## src/rtl/uart_tx_frame_ctrl.sv

```systemverilog
// UART transmit frame controller: start, DATA_W data bits LSB first,
// optional parity, one or two stop bits; ready/valid input, baud-tick advance.
// Ports: CLK, RST (sync, active-high), TICK, P_DATA/DATA_VALID/DATA_READY,
//   PAR_EN, PAR_TYP, STOP2, TX_OUT (registered), BUSY, FRAME_DONE.
// Optional: define UART_TX_BREAK_EN to add BREAK_REQ and a line-break state.
module uart_tx_frame_ctrl #(
  parameter int DATA_W    = 8,
  parameter int TICK_SYNC = 1
) (
  input  logic              CLK,
  input  logic              RST,
`ifdef UART_TX_BREAK_EN
  input  logic              BREAK_REQ,
`endif
  input  logic              TICK,
  input  logic [DATA_W-1:0] P_DATA,
  input  logic              DATA_VALID,
  output logic              DATA_READY,
  input  logic              PAR_EN,
  input  logic              PAR_TYP,
  input  logic              STOP2,
  output logic              TX_OUT,
  output logic              BUSY,
  output logic              FRAME_DONE
);

  localparam int CNT_W = $clog2(DATA_W);
  localparam int BRK_W = $clog2(DATA_W + 3);

  typedef enum logic [2:0] {
    ST_IDLE,
    ST_START,
    ST_DATA,
    ST_PARITY,
    ST_STOP
`ifdef UART_TX_BREAK_EN
    , ST_BREAK,
    ST_MARK
`endif
  } state_t;

  state_t             state_q, state_d;
  logic [DATA_W-1:0]  shift_q, shift_d;
  logic [CNT_W-1:0]   cnt_q, cnt_d;
  logic               par_q, par_d;
  logic               pen_q, pen_d;
  logic               stop2_q, stop2_d;
  logic               stop_cnt_q, stop_cnt_d;
  logic               tx_q, tx_d;
  logic               busy_q, busy_d;
`ifdef UART_TX_BREAK_EN
  logic [BRK_W-1:0]   brk_cnt_q, brk_cnt_d;
`endif

  logic adv;
  logic last_stop;
  logic idle_rdy;
  logic xfer;

  assign adv = (TICK_SYNC != 0) ? TICK : 1'b1;

  // Final stop period ends on this adv.
  assign last_stop = (state_q == ST_STOP) & adv &
                     (stop2_q ? stop_cnt_q : 1'b1);

`ifdef UART_TX_BREAK_EN
  assign idle_rdy = (state_q == ST_IDLE) & ~BREAK_REQ;
`else
  assign idle_rdy = (state_q == ST_IDLE);
`endif

  assign DATA_READY = ~RST & (idle_rdy | last_stop);
  assign FRAME_DONE = ~RST & last_stop;
  assign xfer       = DATA_VALID & DATA_READY;

  always_comb begin
    state_d    = state_q;
    shift_d    = shift_q;
    cnt_d      = cnt_q;
    par_d      = par_q;
    pen_d      = pen_q;
    stop2_d    = stop2_q;
    stop_cnt_d = stop_cnt_q;
`ifdef UART_TX_BREAK_EN
    brk_cnt_d  = brk_cnt_q;
`endif
    case (state_q)
      ST_IDLE: begin
`ifdef UART_TX_BREAK_EN
        if (BREAK_REQ) begin
          state_d   = ST_BREAK;
          brk_cnt_d = '0;
        end
`endif
      end
      ST_START: begin
        if (adv) begin
          state_d = ST_DATA;
          cnt_d   = '0;
        end
      end
      ST_DATA: begin
        if (adv) begin
          shift_d = shift_q >> 1;
          if (cnt_q == CNT_W'(DATA_W - 1)) begin
            state_d    = pen_q ? ST_PARITY : ST_STOP;
            stop_cnt_d = 1'b0;
          end else begin
            cnt_d = cnt_q + CNT_W'(1);
          end
        end
      end
      ST_PARITY: begin
        if (adv) begin
          state_d    = ST_STOP;
          stop_cnt_d = 1'b0;
        end
      end
      ST_STOP: begin
        if (last_stop) begin
          state_d = ST_IDLE;
        end else if (adv) begin
          stop_cnt_d = 1'b1;
        end
      end
`ifdef UART_TX_BREAK_EN
      ST_BREAK: begin
        if (adv) begin
          if (brk_cnt_q == BRK_W'(DATA_W + 2)) begin
            state_d = ST_MARK;
          end else begin
            brk_cnt_d = brk_cnt_q + BRK_W'(1);
          end
        end
      end
      ST_MARK: begin
        if (adv) begin
          state_d = ST_IDLE;
        end
      end
`endif
      default: state_d = ST_IDLE;
    endcase

    // New frame: in IDLE, or overlapping the last stop adv.
    if (xfer) begin
      state_d = ST_START;
      shift_d = P_DATA;
      par_d   = (^P_DATA) ^ PAR_TYP;
      pen_d   = PAR_EN;
      stop2_d = STOP2;
    end
  end

  // Line level follows the state being entered so it is aligned
  // with the state register.
  always_comb begin
    tx_d = 1'b1;
    case (state_d)
      ST_IDLE:   tx_d = 1'b1;
      ST_START:  tx_d = 1'b0;
      ST_DATA:   tx_d = shift_d[0];
      ST_PARITY: tx_d = par_d;
      ST_STOP:   tx_d = 1'b1;
`ifdef UART_TX_BREAK_EN
      ST_BREAK:  tx_d = 1'b0;
      ST_MARK:   tx_d = 1'b1;
`endif
      default:   tx_d = 1'b1;
    endcase
    busy_d = (state_d != ST_IDLE);
  end

  always_ff @(posedge CLK) begin
    if (RST) begin
      state_q    <= ST_IDLE;
      shift_q    <= '0;
      cnt_q      <= '0;
      par_q      <= 1'b0;
      pen_q      <= 1'b0;
      stop2_q    <= 1'b0;
      stop_cnt_q <= 1'b0;
      tx_q       <= 1'b1;
      busy_q     <= 1'b0;
`ifdef UART_TX_BREAK_EN
      brk_cnt_q  <= '0;
`endif
    end else begin
      state_q    <= state_d;
      shift_q    <= shift_d;
      cnt_q      <= cnt_d;
      par_q      <= par_d;
      pen_q      <= pen_d;
      stop2_q    <= stop2_d;
      stop_cnt_q <= stop_cnt_d;
      tx_q       <= tx_d;
      busy_q     <= busy_d;
`ifdef UART_TX_BREAK_EN
      brk_cnt_q  <= brk_cnt_d;
`endif
    end
  end

  assign TX_OUT = tx_q;
  assign BUSY   = busy_q;

endmodule
```

## config.mk

```make
export PLATFORM = sky130hd
export DESIGN_NAME = uart_tx_frame_ctrl
export DESIGN_NICKNAME = d
export VERILOG_FILES = /design/src/rtl/uart_tx_frame_ctrl.sv
export SDC_FILE = /design/constraint.sdc
export NUM_CORES = 1
export LEC_CHECK = 0
export CORE_UTILIZATION = 46
export DETAILED_ROUTE_END_ITERATION = 7
export PLACE_DENSITY = 0.74
export SLEW_MARGIN = 15
export SYNTH_ARGS = -nofsm -noshare
export SYNTH_HDL_FRONTEND = slang
export SYNTH_SLANG_ARGS = --single-unit
export TNS_END_PERCENT = 20
```

## constraint.sdc

```tcl
create_clock -name CLK -period 1.6 [get_ports CLK]
set_input_delay 0.16 -clock CLK [delete_from_list [all_inputs] [get_ports CLK]]
set_output_delay 0.16 -clock CLK [all_outputs]
set_load 0.005 [all_outputs]
```

==> results of run 1 <==
[cells in the mapped netlist, drive strengths merged]
library cell  instances  area share [%]
dfxtp                20              37
nor2                 19             6.6
nand2                18             6.3
a311oi                7             5.7
xnor2                 7             5.7
buf                   6             4.8
a21oi                 5             2.3
o21ai                 5             2.3
nand3b                4             2.8
a31oi                 3             1.7
and2b                 3             2.3
clkbuf                3             2.9
nand2b                3             1.7
a21o                  2             1.5
a22oi                 2             1.4
ha                    2             2.3
inv                   2            0.70
nor3                  2            0.93
a2111oi               1            0.81
a211oi                1            0.70
a41oi                 1            0.81
and4bb                1             1.2
mux2i                 1            0.93
nand3                 1            0.46
nor3b                 1             1.2
nor4b                 1            0.81
o21bai                1            0.70
o221a                 1             1.0
or2                   1            0.58
or2b                  1            0.70
xor2                  1            0.81
[cell type report]
| class | count | area (µm²) | area share [%] |
|---|---|---|---|
| clock buffers | 3 | 22.52 | 1.573 |
| inverters | 2 | 7.507 | 0.5245 |
| multi-input cells | 95 | 668.1 | 46.68 |
| flip-flops and latches | 20 | 406.6 | 28.41 |
| well taps | 28 | 35.03 | 2.448 |
| repair buffers | 33 | 291.5 | 20.37 |
[critical path: stages (launching register included)]
cell and delay [ns]:
dfxtp_2 0.35, ha_4 0.16, ha_4 0.15, and2b_1 0.17, o221a_4 0.25, nor4b_2 0.22, o21bai_2 0.14, a21o_1 0.11
[registers in the layout, summed over array words and instances (netlist names)]
name	cells
BUSY	1
par_q	1
pen_q	1
stop_cnt_q	1
cnt_q	3
shift_q	8
TX_OUT	1
stop2_q	1
state_q	3
[path summary, 6_finish.rpt]
check / startpoint / slack [ns] / end
setup / recovery: cnt_q[1]$_SDFFE_PP0P_ / 0.00005 / TX_OUT$_SDFF_PP1_
hold / removal: STOP2 / 0.39 / stop2_q$_SDFFE_PP0P_
setup reg to reg: cnt_q[1]$_SDFFE_PP0P_ / 0.00005 / TX_OUT$_SDFF_PP1_
hold reg to reg: shift_q[2]$_SDFFE_PP0P_ / 0.49 / shift_q[2]$_SDFFE_PP0P_
[cell families after synthesis]
group           after synthesis  synth area share [%]
xor+xnor                      8                 6.512
buf+inv                      11                 8.371
compound gates               29                 19.07
flops                        20                 37.21
fa+ha+maj                     2                 2.325
mux                           1                0.9303
simple gates                 55                 25.58
[layer usage]
layer	vias up	global-route usage, %	part of all wire [%]
li1	492	-	-
met1	467	25.37	42
met2	29	39.33	50
met3	7	3.030	4.5
met4	0	10.65	2.5
met5	-	0	0
[power groups by stage]
stage / Combinational (mW) / Clock, mW / Sequential [mW]
6_report: 0.264 / 0.237 / 0.560
5_1_grt: 0.289 / 0.259 / 0.566
4_1_cts: 0.250 / 0.248 / 0.559
3_5_place_dp: 0.244 / 0 / 0.567
3_3_place_gp: 0.234 / 0 / 0.566
2_1_floorplan: 0.154 / 0 / 0.560
[timing repair]
action                                  CTS  global route
gates cloned                              0             0
endpoints found under the setup margin    4            15
pin swaps                                 4             1
gates resized for setup                   9             9
endpoints found under the hold margin     0             0
==> out/results.ini, run 1 <==
[pwr]
comb_power_share_pct = 24.9
cell_internal_pwr_uw = 767.9
power_leakage_nw = 0.5189
swShare_pct = 27.66
p_per_area_mw_per_mm2 = 741.7
p_clk_share_pct = 22.3
irDropWorstVdd_mv = 0.5853
seq_power_share_pct = 52.8
switchingPower_uw = 293.7
power_mw = 1.062

[timing]
whs_ns = 0.3943
finalCritPeriodShare_pct = 100.0
fin_setup_tns_ns = 0
rsz0062_at_grt = yes
max_slew_margin_pct = 79.05
fmax_mhz = 625.0
fin_crit_ns = 1.600
slew_viol_final = 0
clock_skew_ns = 0.001752
hold_violations = 0
setup_viol = 0
setup_ws_ns = 0.00005085
worstMarginPinSlew_ns = 0.3136

[clocking]
numCtsBuffers = 3
root_buffer = clkbuf_4
insertion_delay_ns = 0.30
cts-htree-levels = 1
clockBufferDepth = 2
clkSlewWorstSetupHoldPaths_ns = 0.10
ctsHoldBuffers = 0
cts_tree = yes
cts.sinks = 20
cts_setup_buffers = 0

[worst_setup_path]
crit_type = reg -> reg
startpoint_type = flip-flop
rr_worst_depth = 7
crit_required_ns = 1.86
worstPathArrival_ns = 1.86
cp_max_fo = 3
crit_path_end_kind = flip-flop

[layout]
area_delta_synth_final_pct = 33.02
most-common-layout-cells = nand2_1, nor2_1, clkdlybuf4s50_1, dfxtp_1, buf_4
insertedDiodeCount = 0
final_util_pct = 64.71
postLayoutCellArea_mm2 = 0.001431
layout_commonest_cell = nand2_1
instances_no_fill = 181
fin_nets = 172
drive_gt1_share_pct = 26.14
fillers = 202

[routing]
dr.first_iter.drc_count = 34
route.antenna.remaining_nets = 0
vias_per_cell = 5.497
drcViolationCount = 0
post_drt_wl_per_cell_um = 14.26
num_vias = 995
drt-pass1-iter-count = 4
routed_wl_mm = 2.581

[global_route]
gr-total-overflow = 0
grt_max_degree = 21
globalRouteTotalUtil_pct = 21.99
grt_pass1_wl_mm = 4.133
antenna_found_initial = 0
first_global_vias = 952

[placed_design]
dp_hpwl_mm = 1.862
routabilityCongestion = 0.8564
placed_cells = 178
dpl_worst_slack_ns = -0.3440
placed_area_mm2 = 0.001349
port_buffers = 18

[min_path]
hold_class = in -> reg
hold_depth = 3

[floorplan]
dieHeight_um = 50.37
die_w_um = 50.37
dieArea_mm2 = 0.002537
start_util_pct = 48.64
rows = 17
ioPinCount = 19
coreArea_mm2 = 0.002212

[synth]
netlist_area_mm2 = 0.001076
synth_cells = 126
ys_ff_latch = 20
synth_cell_types = 38
seq_area_frac_synth_pct = 37.21
ys_warn_count = 0
synth_fp_nets = 143
synth.avg_cell_area_um2 = 8.540

[job]
maxCapViolations = 0

[outcome]
outcome = completed

No activity file was read; power rests on OpenSTA's default activity.
==> run 2: changes to the inputs <==
Settings changed: SKIP_LAST_GASP set to 1.
==> run 2 against run 1 <==
  * The flow now finishes with violations (setup timing)
  * Cell count unchanged
  * First-iteration DRC count down 12%
  * Clock-buffer cell count unchanged
  * Cell area down 1.8%
  * Setup slack worse by 0.022 ns
  * Sequential power about the same
  * Combinational power down 3%
  * Largest power group unchanged
  * Highest routed layer unchanged
==> out/results.ini, run 2 (synthesis gave the netlist of run 1 again) <==
[layout]
drive_gt1_share_pct = 23.53
most-common-layout-cells = nand2_1, nor2_1, clkdlybuf4s50_1, dfxtp_1, buf_4
reg_top3 = shift_q: 8 flops, cnt_q: 3 flops, state_q: 3 flops
instances_no_fill = 181
largest_register_ffs = 8
area_delta_synth_final_pct = 30.58
insertedDiodeCount = 0
fin_nets = 172
top_register = shift_q
fillers = 207

[clocking]
cts_tree = yes
clkSlewWorstSetupHoldPaths_ns = 0.10
root_buffer = clkbuf_4
insertion_delay_ns = 0.30
cts.sinks = 20
ctsHoldBuffers = 0
cts-htree-levels = 1
cts_setup_buffers = 0
clockBufferDepth = 2
numCtsBuffers = 3

[routing]
vias_per_cell = 5.541
drcViolationCount = 0
post_drt_wl_per_cell_um = 13.73
routed_wl_mm = 2.485
drt-pass1-iter-count = 4
route.antenna.remaining_nets = 0
num_vias = 1003
dr.first_iter.drc_count = 30

[pwr]
swShare_pct = 27.26
cell_internal_pwr_uw = 763.0
p_per_area_mw_per_mm2 = 746.5
power_leakage_nw = 0.5295
irDropWorstVdd_mv = 0.5619
switchingPower_uw = 285.9
comb_power_share_pct = 24.3
p_clk_share_pct = 22.5
power_mw = 1.049
seq_power_share_pct = 53.2

[worst_setup_path]
crit_chain = ha_4, ha_4, buf_4, a41oi_1, nor2_1, nor2_1, a31oi_1
r2r_slack_ns = -0.02
rr_worst_depth = 7
cp_slowest_cell = dfxtp_2
cp_max_fo = 5
worstPathArrival_ns = 1.81
reg2reg_from = cnt_q[1]$_SDFFE_PP0P_
crit_type = reg -> reg
startpoint_type = flip-flop
cp.buffers_inverters = 1
crit_path_end_kind = flip-flop
r2r_end = BUSY$_SDFF_PP0_
slowest_delay_ns = 0.35
cp_top_family = compound AO/OA/AOI/OAI gates
crit_required_ns = 1.79
crit_cells = 7

[timing]
setup_ws_ns = -0.02209
hold_violations = 0
setup_viol = 2
finalCritPeriodShare_pct = 101.4
fin_crit_ns = 1.622
fmax_mhz = 616.5
max_slew_margin_pct = 76.74
worstMarginPinSlew_ns = 0.3489
clock_skew_ns = 0.003018
slew_viol_final = 0
rsz0062_at_grt = yes

[outcome]
violations = setup timing
outcome = finished with violations

[floorplan]
ioPinCount = 19
rows = 17
coreArea_mm2 = 0.002212
start_util_pct = 48.64
die_w_um = 50.37
dieArea_mm2 = 0.002537
dieHeight_um = 50.37

[placed_design]
port_buffers = 18
dp_hpwl_mm = 1.862
placed_cells = 178
routabilityCongestion = 0.8564

[min_path]
hold-path-endpoint = stop2_q$_SDFFE_PP0P_
hold_depth = 3
hold_class = in -> reg
hold_start = STOP2

[global_route]
grt_max_degree = 21
gr-total-overflow = 0
grt_pass1_wl_mm = 3.939
globalRouteTotalUtil_pct = 20.98
antenna_found_initial = 0
first_global_vias = 923

[job]
maxCapViolations = 0

## run 2: worst min-delay path: stages
cell	delay (ns)
clkdlybuf4s50_1	0.39
nand2_1	0.05
a21oi_1	0.05
## run 2: final cells by class
class / instances / area [µm²] / share of cell area (%)
Tap cell: 28 / 35.03 / 2.493
Multi-Input combinational cell: 95 / 639.4 / 45.50
Timing Repair Buffer: 33 / 294.0 / 20.93
Clock buffer: 3 / 22.52 / 1.603
Inverter: 2 / 7.507 / 0.5343
Sequential cell: 20 / 406.6 / 28.94
## run 2: routing by layer
metal,up-vias,track usage (%),share of wire (%),routed length (µm)
met2,20,36.00,50,1236
met4,0,10.65,2.6,65
met3,7,3.030,3.3,82
met1,480,25.19,44,1100
li1,496,-,-,-
met5,-,0,0,0
## run 2: per-stage QoR
stage	hold WS, ns	util, %	instance area, µm²	setup slack (ns)	setup TNS, ns
global route	0.4285	63.52	1405	-0.1650	-0.9406
finish	0.3979	63.52	1405	-0.02209	-0.04084
detailed placement	0.4743	60.97	1349	-0.3440	-1.193
CTS	0.3919	62.33	1379	-0.2716	-0.4212
floorplan	0.2960	-	1104	0.004450	0
global placement	0.4594	60.97	1349	-0.2039	-0.5584
## run 2: power by group through the flow
stage	combinational (mW)	sequential [mW]	clock, mW
floorplan	0.154	0.560	0
global placement	0.234	0.566	0
detailed placement	0.244	0.567	0
CTS	0.247	0.557	0.248
global route	0.280	0.564	0.259
finish	0.255	0.558	0.236
## run 2: repair_timing
item                                    CTS  global route
pin swaps                                 0             3
cloned                                    0             0
resized for setup                         4             7
endpoints found under the setup margin    4            13
## run 2: worst max path at each step
stage                               start  slack (ns)                       to
finish              cnt_q[1]$_SDFFE_PP0P_       -0.02          BUSY$_SDFF_PP0_
global route         stop2_q$_SDFFE_PP0P_       -0.16  shift_q[5]$_SDFFE_PP0P_
CTS                 state_q[0]$_SDFF_PP0_       -0.27               FRAME_DONE
detailed placement                   TICK       -0.34               DATA_READY
global placement                     TICK       -0.20               DATA_READY
floorplan           cnt_q[0]$_SDFFE_PP0P_       0.004        TX_OUT$_SDFF_PP1_
